`src/rtl/ram_fifo_ctrl_pkg.sv`:
```
`default_nettype none
// ============================================================================
//  Module      : ram_fifo_pkg
//  Description : Shared constants and sizing helpers for the RAM-backed FIFO
//                controller and its output buffer.
//  Revision    : 1.0 - initial release
// ============================================================================
package ram_fifo_pkg;

    localparam int DEFAULT_DATA_WIDTH = 32;
    localparam int DEFAULT_ADDR_WIDTH = 10;
    localparam int DEFAULT_DEPTH      = 1 << DEFAULT_ADDR_WIDTH;

    // Output buffer entries that hide the one-cycle RAM read latency
    localparam int OBUF_DEPTH = 2;

    typedef logic [1:0] obuf_cnt_t;

    // RAM depth for a given address width
    function automatic int fifo_depth(input int addr_width);
        return 1 << addr_width;
    endfunction

    // Width needed to count DEPTH + OBUF_DEPTH words
    function automatic int level_width(input int addr_width);
        return addr_width + 2;
    endfunction

endpackage
`default_nettype wire

```
`src/rtl/ram_fifo_ctrl_if.sv`:
```
`default_nettype none
// ============================================================================
//  Module      : ram_fifo_ctrl_if
//  Description : Stream, flush, level and RAM-port signals of the RAM-backed
//                FIFO controller. slave = controller side, master = the
//                environment (upstream, downstream and the attached RAM).
//  Revision    : 1.0 - initial release
// ============================================================================
interface ram_fifo_ctrl_if
    import ram_fifo_pkg::*;
#(
    parameter int DATA_WIDTH = DEFAULT_DATA_WIDTH,
    parameter int ADDR_WIDTH = DEFAULT_ADDR_WIDTH
);
    logic                                clr;
    logic                                s_valid;
    logic                                s_ready;
    logic [DATA_WIDTH-1:0]               s_data;
    logic                                m_valid;
    logic                                m_ready;
    logic [DATA_WIDTH-1:0]               m_data;
    logic [level_width(ADDR_WIDTH)-1:0]  level;
    logic                                ram_ena;
    logic                                ram_wea;
    logic [ADDR_WIDTH-1:0]               ram_addra;
    logic [DATA_WIDTH-1:0]               ram_dina;
    logic                                ram_enb;
    logic                                ram_web;
    logic [ADDR_WIDTH-1:0]               ram_addrb;
    logic [DATA_WIDTH-1:0]               ram_doutb;

    modport slave (
        input  clr, s_valid, s_data, m_ready, ram_doutb,
        output s_ready, m_valid, m_data, level,
               ram_ena, ram_wea, ram_addra, ram_dina,
               ram_enb, ram_web, ram_addrb
    );

    modport master (
        output clr, s_valid, s_data, m_ready, ram_doutb,
        input  s_ready, m_valid, m_data, level,
               ram_ena, ram_wea, ram_addra, ram_dina,
               ram_enb, ram_web, ram_addrb
    );
endinterface
`default_nettype wire

```
`src/rtl/ram_fifo_ctrl_fwft_obuf.sv`:
```
`default_nettype none
// ============================================================================
//  Module      : fwft_obuf
//  Description : Two-entry first-word-fall-through register FIFO. A word
//                arriving on in_valid is visible at the head in its arrival
//                cycle when the buffer is empty, so a RAM read issued in cycle
//                N is presentable downstream in cycle N+1.
//  Revision    : 1.0 - initial release
// ============================================================================
module fwft_obuf
    import ram_fifo_pkg::*;
#(
    parameter int DATA_WIDTH = DEFAULT_DATA_WIDTH
) (
    input  wire logic                  clk,
    input  wire logic                  rst_n,
    input  wire logic                  clr,
    input  wire logic                  in_valid,
    input  wire logic [DATA_WIDTH-1:0] in_data,
    input  wire logic                  pop,
    output logic                       out_valid,
    output logic [DATA_WIDTH-1:0]      out_data,
    output obuf_cnt_t                  count
);
    logic [DATA_WIDTH-1:0] r_mem [OBUF_DEPTH];
    logic                  r_wp;
    logic                  r_rp;
    obuf_cnt_t             r_count;
    logic                  w_wr;
    logic                  w_rd;

    // Arriving word is always written at the tail; when the buffer is empty
    // and it is popped in the same cycle both pointers advance together,
    // which leaves the buffer empty and keeps ordering trivially correct.
    assign w_wr      = in_valid & ~clr;
    assign w_rd      = pop & out_valid & ~clr;
    assign out_valid = (r_count != 2'd0) | in_valid;
    assign out_data  = (r_count != 2'd0) ? r_mem[r_rp] : in_data;
    assign count     = r_count;

    // Entry storage, no reset needed since the count qualifies it
    always_ff @(posedge clk) begin
        if (w_wr) begin
            r_mem[r_wp] <= in_data;
        end
    end

    // Pointer and occupancy bookkeeping; clr empties the buffer
    always_ff @(posedge clk or negedge rst_n) begin
        if (!rst_n) begin
            r_wp    <= 1'b0;
            r_rp    <= 1'b0;
            r_count <= '0;
        end else if (clr) begin
            r_wp    <= 1'b0;
            r_rp    <= 1'b0;
            r_count <= '0;
        end else begin
            r_wp    <= r_wp ^ w_wr;
            r_rp    <= r_rp ^ w_rd;
            r_count <= r_count + obuf_cnt_t'(w_wr) - obuf_cnt_t'(w_rd);
        end
    end
endmodule
`default_nettype wire

```
`src/rtl/ram_fifo_ctrl.sv`:
```
`default_nettype none
// ============================================================================
//  Module      : ram_fifo_ctrl
//  Description : FIFO controller using an external dual-port RAM (port A
//                write, port B read, 1-cycle read latency) with a 2-entry
//                FWFT output buffer for full-throughput valid/ready output.
//  Revision    : 1.0 - initial release
// ============================================================================
module ram_fifo_ctrl
    import ram_fifo_pkg::*;
#(
    parameter int DATA_WIDTH = DEFAULT_DATA_WIDTH,
    parameter int ADDR_WIDTH = DEFAULT_ADDR_WIDTH
) (
    input  wire logic        clk,
    input  wire logic        rst_n,
    ram_fifo_ctrl_if.slave   bus
);
    localparam int                  DEPTH     = fifo_depth(ADDR_WIDTH);
    localparam int                  LW        = level_width(ADDR_WIDTH);
    localparam logic [ADDR_WIDTH:0] DEPTH_CNT = (ADDR_WIDTH+1)'(DEPTH);

    logic [ADDR_WIDTH-1:0] r_wr_ptr;
    logic [ADDR_WIDTH-1:0] r_rd_ptr;
    logic [ADDR_WIDTH:0]   r_ram_cnt;
    logic                  r_inflight;
    logic                  r_run;
    obuf_cnt_t             w_buf_cnt;
    obuf_cnt_t             w_occ;
    logic                  w_push;
    logic                  w_pop;
    logic                  w_issue;
    logic                  w_s_ready;
    logic                  w_m_valid;
    logic [DATA_WIDTH-1:0] w_m_data;

    // r_run holds s_ready low during reset and for the release cycle
    assign w_s_ready = r_run & (r_ram_cnt < DEPTH_CNT) & ~bus.clr;
    assign w_push    = bus.s_valid & w_s_ready;
    assign w_pop     = w_m_valid & bus.m_ready;

    // A word in flight is already counted as buffer occupancy, so reads are
    // only issued when the buffer will still have room on return. Words
    // counted in r_ram_cnt were written in an earlier cycle, which rules
    // out a same-address read/write collision.
    assign w_occ   = w_buf_cnt + obuf_cnt_t'(r_inflight);
    assign w_issue = (r_ram_cnt != '0) & ((w_occ - obuf_cnt_t'(w_pop)) < 2'd2) & ~bus.clr;

    // Pointers, RAM word count and the in-flight flag
    always_ff @(posedge clk or negedge rst_n) begin
        if (!rst_n) begin
            r_wr_ptr   <= '0;
            r_rd_ptr   <= '0;
            r_ram_cnt  <= '0;
            r_inflight <= 1'b0;
            r_run      <= 1'b0;
        end else begin
            r_run <= 1'b1;
            if (bus.clr) begin
                r_wr_ptr   <= '0;
                r_rd_ptr   <= '0;
                r_ram_cnt  <= '0;
                r_inflight <= 1'b0;
            end else begin
                r_wr_ptr   <= r_wr_ptr + ADDR_WIDTH'(w_push);
                r_rd_ptr   <= r_rd_ptr + ADDR_WIDTH'(w_issue);
                r_ram_cnt  <= r_ram_cnt + (ADDR_WIDTH+1)'(w_push) - (ADDR_WIDTH+1)'(w_issue);
                r_inflight <= w_issue;
            end
        end
    end

    fwft_obuf #(
        .DATA_WIDTH (DATA_WIDTH)
    ) u_obuf (
        .clk       (clk),
        .rst_n     (rst_n),
        .clr       (bus.clr),
        .in_valid  (r_inflight),
        .in_data   (bus.ram_doutb),
        .pop       (w_pop),
        .out_valid (w_m_valid),
        .out_data  (w_m_data),
        .count     (w_buf_cnt)
    );

    assign bus.s_ready   = w_s_ready;
    assign bus.m_valid   = w_m_valid;
    assign bus.m_data    = w_m_data;
    assign bus.level     = LW'(r_ram_cnt) + LW'(w_buf_cnt) + LW'(r_inflight);

    assign bus.ram_ena   = w_push;
    assign bus.ram_wea   = w_push;
    assign bus.ram_addra = r_wr_ptr;
    assign bus.ram_dina  = bus.s_data;
    assign bus.ram_enb   = w_issue;
    assign bus.ram_web   = 1'b0;
    assign bus.ram_addrb = r_rd_ptr;
endmodule
`default_nettype wire

```
`src/flat_wrapper.sv`:
```
// flat-port wrapper written by rule: the top's interface ports become plain ports
module ram_fifo_ctrl_flat import ram_fifo_pkg::*;
#(
    parameter int DATA_WIDTH = DEFAULT_DATA_WIDTH,
    parameter int ADDR_WIDTH = DEFAULT_ADDR_WIDTH
)
  (clk, rst_n, bus_clr, bus_s_valid, bus_s_data, bus_m_ready, bus_ram_doutb, bus_s_ready, bus_m_valid, bus_m_data, bus_level, bus_ram_ena, bus_ram_wea, bus_ram_addra, bus_ram_dina, bus_ram_enb, bus_ram_web, bus_ram_addrb);
  ram_fifo_ctrl_if #(.DATA_WIDTH(DATA_WIDTH), .ADDR_WIDTH(ADDR_WIDTH)) bus_i ();
  input  wire logic clk;
  input  wire logic rst_n;
  input wire logic [$bits(bus_i.clr)-1:0] bus_clr;
  input wire logic [$bits(bus_i.s_valid)-1:0] bus_s_valid;
  input wire logic [$bits(bus_i.s_data)-1:0] bus_s_data;
  input wire logic [$bits(bus_i.m_ready)-1:0] bus_m_ready;
  input wire logic [$bits(bus_i.ram_doutb)-1:0] bus_ram_doutb;
  output wire logic [$bits(bus_i.s_ready)-1:0] bus_s_ready;
  output wire logic [$bits(bus_i.m_valid)-1:0] bus_m_valid;
  output wire logic [$bits(bus_i.m_data)-1:0] bus_m_data;
  output wire logic [$bits(bus_i.level)-1:0] bus_level;
  output wire logic [$bits(bus_i.ram_ena)-1:0] bus_ram_ena;
  output wire logic [$bits(bus_i.ram_wea)-1:0] bus_ram_wea;
  output wire logic [$bits(bus_i.ram_addra)-1:0] bus_ram_addra;
  output wire logic [$bits(bus_i.ram_dina)-1:0] bus_ram_dina;
  output wire logic [$bits(bus_i.ram_enb)-1:0] bus_ram_enb;
  output wire logic [$bits(bus_i.ram_web)-1:0] bus_ram_web;
  output wire logic [$bits(bus_i.ram_addrb)-1:0] bus_ram_addrb;
  assign bus_i.clr = bus_clr;
  assign bus_i.s_valid = bus_s_valid;
  assign bus_i.s_data = bus_s_data;
  assign bus_i.m_ready = bus_m_ready;
  assign bus_i.ram_doutb = bus_ram_doutb;
  assign bus_s_ready = bus_i.s_ready;
  assign bus_m_valid = bus_i.m_valid;
  assign bus_m_data = bus_i.m_data;
  assign bus_level = bus_i.level;
  assign bus_ram_ena = bus_i.ram_ena;
  assign bus_ram_wea = bus_i.ram_wea;
  assign bus_ram_addra = bus_i.ram_addra;
  assign bus_ram_dina = bus_i.ram_dina;
  assign bus_ram_enb = bus_i.ram_enb;
  assign bus_ram_web = bus_i.ram_web;
  assign bus_ram_addrb = bus_i.ram_addrb;
  ram_fifo_ctrl #(.DATA_WIDTH(DATA_WIDTH), .ADDR_WIDTH(ADDR_WIDTH)) u_core (.clk(clk), .rst_n(rst_n), .bus(bus_i));
endmodule
```
`config.mk`:
```
export PLATFORM = sky130hd
export DESIGN_NAME = ram_fifo_ctrl_flat
export DESIGN_NICKNAME = d
export VERILOG_FILES = /design/src/rtl/ram_fifo_ctrl_pkg.sv /design/src/rtl/ram_fifo_ctrl_if.sv /design/src/rtl/ram_fifo_ctrl_fwft_obuf.sv /design/src/rtl/ram_fifo_ctrl.sv /design/src/flat_wrapper.sv
export SDC_FILE = /design/constraint.sdc
export NUM_CORES = 1
export LEC_CHECK = 0
export ABC_AREA = 1
export BUFFER_PORTS_ARGS = -buffer_cell sky130_fd_sc_hd__clkbuf_2
export CORE_ASPECT_RATIO = 0.6
export CORE_MARGIN = 2
export CORE_UTILIZATION = 30
export DETAILED_ROUTE_END_ITERATION = 10
export PLACE_DENSITY_LB_ADDON = 0.15
export SLEW_MARGIN = 20
export SYNTH_ARGS = -nofsm -noshare
export SYNTH_HDL_FRONTEND = slang
export SYNTH_SLANG_ARGS = --single-unit
```
`constraint.sdc`:
```
create_clock -name clk -period 3 [get_ports clk]
set_input_delay 0.15 -clock clk [delete_from_list [all_inputs] [get_ports clk]]
set_output_delay 0.15 -clock clk [all_outputs]
set_load 0.01 [all_outputs]
```
# Yosys cells after proc, flatten, opt, wreduce, memory -nomap -nowiden
# Memory sizes are Yosys's and may differ from the RTL's.
# Index checks and enable logic that the tools add are counted.
# totals
output_inout_bits	102
ramBits	64
ff_bits	37
n_memories	1
# memory_table
memory	words	width	read_ports	rd_clocked_by_memory_dff	wr	line_no	source
u_core.u_obuf.r_mem	2	32	1	0	1	ram_fifo_ctrl_fwft_obuf.sv:25	logic [DATA_WIDTH-1:0] r_mem [OBUF_DEPTH];
# op_classes
n_bitwise	13
mux	10
order_cmp	2
add_sub_neg	10
reduce_logical	2
# op_table
operator	n
$mux 32	1
$add 10x1->10	2
$mux 10	2
$add 11x2->12	1
$add 12x1->12	1
$add 11x1->11	1
$lt 11x11->1 const B	1
$mux 11	1
$reduce_bool 11->1	1
$sub 11x1->11	1
$and 1x1->1	9
$mux 1	5
$add 2x1->2	2
$sub 2x1->2	2
$lt 2x2->1 const B	1
$mux 2	1
$reduce_bool 2->1	1
$xor 1x1->1	2
$not 1->1	1
$or 1x1->1	1

# Depth between registers and ports, before layout
# Gate-level depths: netlist of the first run.
# logic_depth
depth_word	9
mapped_depth	22
ltp_nobuf	22

# Cells and area by module
# Synthesis of the first run repeated with hierarchy kept, for this count alone.
# hier_totals
cells_unflattened	609
area_unflattened_um2	5622.9
# by_module_without_submodules
module	area_per_inst_um2	instances	cells_each	seq_area_each_um2
fwft_obuf	3035.4	1	275	2021.9
ram_fifo_ctrl	2587.5	1	334	825.8

# Least setup slack after synthesis of the first run
# Ideal clock, no wire load.
# synth_path
path_kind	register to register
from	reg u_core.u_obuf.r_count[1] (netlist: u_core.u_obuf.count[1])
to	reg u_core.r_ram_cnt[10]
n_path_buf	0
path_stages_with_launch	22
slack_ns	-0.097
t_arrival_ns	2.978
setup_time_ns	0.119
path_cell_list	dfrtp_1 nor2_2 nand2_1 nand2_1 inv_1 ha_1 xor2_1 xor2_1 nor2_1 nand2_2 nand2_1 ha_1 inv_1 fa_1 inv_1 nand2_1 nand2_1 nand3_1 nand2_1 nand2_1 a21oi_1 nor2_1
# synth_between
elab_chain_len	9
elab_cells_between_ends	10
classes_between	3 x add/sub; 1 x order compare; 1 x mux; 4 x bitwise; 1 x reduce/logical
# synth_rtl
item	line_no	source
start, declared	ram_fifo_ctrl_fwft_obuf.sv:28	obuf_cnt_t r_count;
start signal, assigned	ram_fifo_ctrl_fwft_obuf.sv:61	r_count <= r_count + obuf_cnt_t'(w_wr) - obuf_cnt_t'(w_rd);
$reduce_bool 2->1	ram_fifo_ctrl_fwft_obuf.sv:37	assign out_valid = (r_count != 2'd0) | in_valid;
$or 1x1->1	ram_fifo_ctrl_fwft_obuf.sv:37	
via bus_m_valid	flat_wrapper.sv:17	output wire logic [$bits(bus_i.m_valid)-1:0] bus_m_valid;
$and 1x1->1	ram_fifo_ctrl.sv:40	assign w_pop = w_m_valid & bus.m_ready;
$sub 2x1->2	ram_fifo_ctrl.sv:47	assign w_issue = (r_ram_cnt != '0) & ((w_occ - obuf_cnt_t'(w_pop)) < 2'd2) & ~bus.clr;
$lt 2x2->1	ram_fifo_ctrl.sv:47	
$and 1x1->1 (2 in series)	ram_fifo_ctrl.sv:47	
via bus_ram_enb	flat_wrapper.sv:24	output wire logic [$bits(bus_i.ram_enb)-1:0] bus_ram_enb;
$sub 11x1->11	ram_fifo_ctrl.sv:67	r_ram_cnt <= r_ram_cnt + (ADDR_WIDTH+1)'(w_push) - (ADDR_WIDTH+1)'(w_issue);
$mux 11	ram_fifo_ctrl.sv:59	if (bus.clr) begin
end signal, assigned	ram_fifo_ctrl.sv:67	
end, declared	ram_fifo_ctrl.sv:25	logic [ADDR_WIDTH:0] r_ram_cnt;
# The timed path passes the listed nets, and every way through them passes these cells.

# Final worst setup path of the first run
# layout_path
from	reg u_core.u_obuf.r_count[1] (netlist: u_core.u_obuf.count[1])
to	reg u_core.r_ram_cnt[10]
# layout_between
elab_chain_len	9
elab_cells_between_ends	10
classes_between	3 x add/sub; 1 x order compare; 1 x mux; 4 x bitwise; 1 x reduce/logical
# layout_rtl
item	line_no
$reduce_bool 2->1	ram_fifo_ctrl_fwft_obuf.sv:37
$or 1x1->1	ram_fifo_ctrl_fwft_obuf.sv:37
$and 1x1->1	ram_fifo_ctrl.sv:40
$sub 2x1->2 (*)	ram_fifo_ctrl.sv:47
$lt 2x2->1 (*)	ram_fifo_ctrl.sv:47
$and 1x1->1 (*) (2 in series)	ram_fifo_ctrl.sv:47
$sub 11x1->11 (*)	ram_fifo_ctrl.sv:67
$mux 11 (*)	ram_fifo_ctrl.sv:59
# Mark *: on every way between the ends. The rest lies on a longest branch, timed or not.

==> results of run 1 <==
## sequential cells by signal (all words and copies together) (netlist names)
register / cells
u_core.r_inflight: 1
u_core.u_obuf.count: 2
u_core.u_obuf.r_rp: 1
u_core.r_ram_cnt: 11
u_core.bus.ram_addrb: 10
u_core.u_obuf.r_mem: 64
u_core.bus.ram_addra: 10
u_core.r_run: 1
u_core.u_obuf.r_wp: 1
## layer usage
layer / up-vias / wire length [um]
li1: 1974 / -
met1: 1853 / 6657
met5: - / 0
met4: 0 / 188
met3: 25 / 731
met2: 113 / 5607
## area by class of cell
type | count | area [um2]
Clock buffer | 10 | 229.0
Clock inverter | 6 | 45.04
Fill cell | 1783 | 10950
Inverter | 52 | 195.2
Multi-Input combinational cell | 354 | 1969
Sequential cell | 101 | 2848
Tap cell | 234 | 292.8
Timing Repair Buffer | 126 | 693.2
## metrics by stage
stage,instance area (um2),worst slack [ns]
after floorplan,5309,0.02557
after global placement,5907,0.1865
after detailed placement,5907,0.1517
after CTS,6221,0.1309
after global routing,6272,-0.01907
final,6272,0.2424
## final timing paths
path,slack (ns),to,depth (start not counted),start
max,0.24,u_core.r_ram_cnt[10],21,u_core.u_obuf.count[1]
min,-0.04,u_core.bus.ram_addrb[1],1,rst_n
max reg2reg,0.24,u_core.r_ram_cnt[10],21,u_core.u_obuf.count[1]
min reg2reg,0.54,u_core.bus.ram_addrb[2],1,u_core.bus.ram_addrb[2]
max in group asynchronous,2.46,u_core.bus.ram_addra[9],1,rst_n
min in group clk,0.02,u_core.u_obuf.r_mem[1][15],1,bus_ram_doutb[15]
## cells in the final DEF, fill, tap and decap left out, types with 2 or more instances in the layout
cell and count:
dfrtp_1 37, clkbuf_2 104, xor2_1 12, dlygate4sd3_1 4, edfxtp_1 64, nand2_2 3, clkinvlp_4 3, xnor2_1 2
buf_4 17, a21oi_1 87, nand2_1 83, fa_1 2, conb_1 2, o21bai_1 2, nor3_1 10, ha_1 29
inv_6 2, nor4_1 2, ha_2 3, nor2_2 2, inv_1 50, o21ai_0 14, nor2_1 76, nand3_1 13
and3_1 2, nor3b_1 2, clkbuf_16 9
## cells by family after synthesis
family | after synthesis | synth area share, %
DFF | 101 | 53.72
xor gates and xnor gates | 15 | 2.478
AOI/OAI and AO/OA | 105 | 10.01
and+or+nand+nor | 197 | 15.06
buffers and inverters | 102 | 9.912
adders and majority gates | 35 | 8.685
other | 2 | 0.1417
## what timing repair did
action | CTS | global route
setup buffers | 0 | 3
hold buffers | 4 | 0
setup endpoints to repair | 0 | 4
resized for setup | 0 | 10
endpoints found under the hold margin | 8 | 0
## worst max-delay path, delay by kind of cell (launching register included)
family,cells,cell delay [ns]
and+or+nand+nor,12,0.94
DFF,1,0.41
adders and majority gates,3,0.68
AOI/OAI and AO/OA,1,0.11
buffers and inverters,3,0.17
xor gates and xnor gates,2,0.34
## power groups by stage
stage	clock network [mW]	registers, mW	logic [mW]
2_1_floorplan	0	1.85	2.06
3_3_place_gp	0	1.87	3.11
3_5_place_dp	0	1.88	3.11
4_1_cts	1.14	1.85	3.13
5_1_grt	1.19	1.87	3.62
6_report	1.10	1.85	3.20
==> flow_summary.ini, run 1 <==
[synth]
synth_common_cells = a21oi_1, nand2_1, nor2_1, edfxtp_1, inv_1
avgSynthCellArea_um2 = 9.518
yosysUniqueCellTypes = 26
syn_inst = 557
synthFlopType = edfxtp_1
synth_top_area_cell = edfxtp_1
synth_area_um2 = 5301
yosysMostFrequentCell = a21oi_1
seq_area_frac_synth_pct = 53.72
synth-edff-count = 64
synth_top_area_share_pct = 36.25
yosysWarnings = 0
synth-async-reset-ratio_pct = 36.63
ys_seq_elements = 101
synth_fp_nets = 661
synth.area.top_cells = edfxtp_1, dfrtp_1, a21oi_1

[global_routing]
grt_overflow = 0
grt_pass1_vias = 3817
use_met3_pct = 3.617
antenna_found_initial = 0
grt_use_total_pct = 14.23
grt_use_met2_pct = 20.36
grt_pass1_wl_um = 20560
globalRouteMet1Util_pct = 21.16
grt_max_degree = 38
top_usage_layer = met1

[final_layout]
synthToLayoutAreaGrowth_pct = 18.31
nets = 748
layout.cells.non_filler = 883
drive_gt1_share_pct = 23.27
diodes = 0
utilization_pct = 36.42

[power_and_ir_drop]
p_sw_share_pct = 44.28
power.density_nw_per_um2 = 979.3
seq_power_share_pct = 30.1
power_leakage_nw = 2.882
power_frac_comb_pct = 52.1
ir_drop_mv = 0.3459
switching_power_mw = 2.720
clockPowerShare_pct = 17.9
cell_internal_pwr_mw = 3.423
power_mw = 6.143

[worst_setup_path]
worstPathRequired_ns = 3.23
critPathKind = reg2reg
cp_max_fo = 3
cp_slowest_cell = dfrtp_1
crit_arrival_ns = 2.99
cp_cell_sequence = nor2_4, nand2_1, nand2_1, inv_1, ha_1, xor2_1, xor2_2, nor2_2, nand2_2, nand2_1, ha_2, inv_1, fa_2, inv_2, nand2_1, nand2_1, nand3_2, nand2_2, nand2_2, a21oi_2, nor2_1
cp-start-kind = flop
crit_path_end_kind = flop
cp_common_cell = nand2_1
slowest_delay_ns = 0.41

[sta]
setup_violations = 0
fmax_mhz = 362.6
clock_skew_ns = 0.007205
whs_ns = -0.04446
worst_pin_slew_ns = 0.9429
tns_ns = 0
drv_slew = 0
hold_viol_final = 37
period_needed_ns = 2.758
slew_headroom_pct = 37.14
fin_crit_sh_pct = 91.92

[status]
violations = hold timing
outcome = complete, but fails checks

[route]
vias_per_cell = 4.490
via_count = 3965
drc_errors = 0
wl_per_cell_um = 14.93
drtIter0Drc = 237
routed_wl_um = 13180
first_pass_iters = 5
ant_nets = 0

[placement]
io_buffer_count = 105
dp.cells = 860
dp_hpwl_um = 9256
place.gp.congestion = 0.8306

[clock_network]
numClockSinks = 101
cts_buffers = 9
h-tree-depth = 3
cts_tree = yes
cts.clk_slew.worst_paths_ns = 0.07
cts_buffer_depth = 2
clkLatencyLatePin_ns = 0.34
cts_root_buf = clkbuf_16

[die]
start_util_pct = 30.78
die_area_um2 = 18790
ios = 171
row_count = 37
core_area_um2 = 17220
dieWidth_um = 175.6
die_height_um = 107.0

[hold_path]
hp-class = in2async

[run]
cap_violations = 0
Note: power is estimated with default switching activity, not from simulation.
==> inputs of run 2 (changes only) <==
Settings changed: CORE_UTILIZATION 30 to 48, CTS_BUF_LIST set to sky130_fd_sc_hd__clkbuf_4 sky130_fd_sc_hd__clkbuf_8.
==> run 2 against run 1 <==
Global-route usage grew 6.9 points. Via count grew 3.2%. Sequential cell count stayed put. Worst setup slack got worse by 0.045 ns. The run now ends clean. Sequential power about the same. First-iteration DRC count grew 7.6%. Hold slack improved by 0.20 ns. Register-to-register slack worse by 0.04 ns.
==> flow_summary.ini, run 2 (synthesized netlist as in run 1, its figures left out) <==
[power_and_ir_drop]
ir_drop_mv = 0.4559
power.density_nw_per_um2 = 937.4
power_leakage_nw = 2.954

[final_layout]
utilization_pct = 59.76
top_regs = u_core.u_obuf.r_mem: 64 flops, u_core.r_ram_cnt: 11 flops
nets = 773
final_cell_mix = clkbuf_2, a21oi_1, nand2_1
regMostFlops = u_core.u_obuf.r_mem
synthToLayoutAreaGrowth_pct = 20.25
largest_reg_flops = 64
drive_gt1_share_pct = 23.44
diodes = 0
final_common_cell = clkbuf_2

[route]
via_count = 4092
drc_errors = 0
first_pass_iters = 5
ant_nets = 0
routed_wl_um = 12580
wl_per_cell_um = 15.47
vias_per_cell = 5.033
drtIter0Drc = 255

[worst_setup_path]
cp-start-kind = flop
crit_path_end_kind = flop
critPathKind = reg2reg
cp_max_fo = 3
crit_arrival_ns = 3.08
worstPathRequired_ns = 3.27

[global_routing]
antenna_found_initial = 0
grt_pass1_vias = 3838
grt_pass1_wl_um = 19760
grt_max_degree = 38
grt_use_total_pct = 21.16
grt_overflow = 0

[clock_network]
cts_tree = yes
cts_root_buf = clkbuf_8
cts_buffer_depth = 2
cts_buffers = 9
numClockSinks = 101
h-tree-depth = 3
cts.clk_slew.worst_paths_ns = 0.10
clkLatencyLatePin_ns = 0.37

[sta]
grt_setup_unrepaired = no
drv_slew = 0
tns_ns = 0
setup_violations = 0
slew_headroom_pct = 42.41
hold_viol_final = 0
clock_skew_ns = 0.01094
fmax_mhz = 356.8
period_needed_ns = 2.802
worst_pin_slew_ns = 0.8638
fin_crit_sh_pct = 93.42

[placement]
io_buffer_count = 105
dp_hpwl_um = 8576
place.gp.congestion = 0.8889

[die]
dieWidth_um = 139.7
row_count = 29
start_util_pct = 49.70
die_height_um = 85.41
ios = 171
die_area_um2 = 11930
core_area_um2 = 10670

[status]
outcome = finished clean

[hold_path]
hp-class = in2reg

[run]
cap_violations = 0
==> run 2: cell types whose count changed in the layout (fill, tap and decap cells not counted), sizes merged <==
cell,previous run,this run
buf,18,14
bufinv,0,1
clkbuf,114,113
dlygate4sd3,4,33
clkinv,2,3
clkinvlp,3,2
==> run 2: cell type report <==
class	instances	area [um2]
flip-flops and latches	101	2848
inverters	52	198.9
multi-input cells	354	1997
well taps	139	173.9
fillers	954	4293
repair buffers	151	953.4
clock inverters	7	80.08
clock buffers	9	123.9
==> run 2: final timing paths <==
kind                                    startpoint                       to  slack, ns  cells after the start
hold / removal                         bus_m_ready       u_core.u_obuf.r_rp       0.15                      4
min in group asynchronous                    rst_n             u_core.r_run       0.42                      2
hold reg to reg            u_core.bus.ram_addra[7]  u_core.bus.ram_addra[7]       0.52                      1
setup / recovery            u_core.u_obuf.count[1]     u_core.r_ram_cnt[10]       0.20                     21
setup reg to reg            u_core.u_obuf.count[1]     u_core.r_ram_cnt[10]       0.20                     21
max in group asynchronous                    rst_n      u_core.r_ram_cnt[6]       2.03                      2
==> run 2: report_power, final <==
group	internal (mW)	switching, mW	total (mW)
logic	1.17	2.05	3.23
clock network	0.398	0.497	0.895
registers	1.70	0.151	1.85
total	3.27	2.70	5.98
==> run 2: critical path, stage by stage (launching register included) <==
cell,delay (ns)
dfrtp_1,0.41
nor2_4,0.13
nand2_2,0.07
nand2_2,0.08
inv_2,0.05
ha_4,0.15
xor2_2,0.15
xor2_2,0.19
nor2_2,0.13
nand2_2,0.09
nand2_1,0.07
ha_2,0.19
inv_2,0.04
fa_2,0.34
inv_2,0.07
nand2_2,0.05
nand2_2,0.07
nand3_1,0.08
nand2_2,0.10
nand2_2,0.07
a21oi_2,0.12
nor2_1,0.05
==> run 2: routing by layer <==
layer | track usage, % | wire, um
met5 | 0 | 0
met4 | 8.636 | 439
met3 | 5.135 | 912
met2 | 29.63 | 5046
met1 | 31.63 | 6181
==> run 2: stage by stage <==
stage	power [mW]	worst slack, ns	hold slack (ns)	std cells	cell area (um2)
finish	5.976	0.1975	0.1532	813	6375
global route	6.454	0.008958	0.1440	813	6375
CTS	5.850	0.07525	0.1361	810	6287
detailed placement	4.914	0.08226	0.3001	761	5753
global placement	4.876	0.1624	0.3001	761	5753
floorplan	3.907	0.02557	-0.1456	557	5309
==> run 2: timing repair <==
| action | in CTS | in global routing |
|---|---|---|
| setup buffers | 0 | 3 |
| gates resized for setup | 0 | 22 |
| hold buffers | 33 | 0 |
| setup endpoints to repair | 0 | 37 |
| hold endpoints to repair | 100 | 0 |
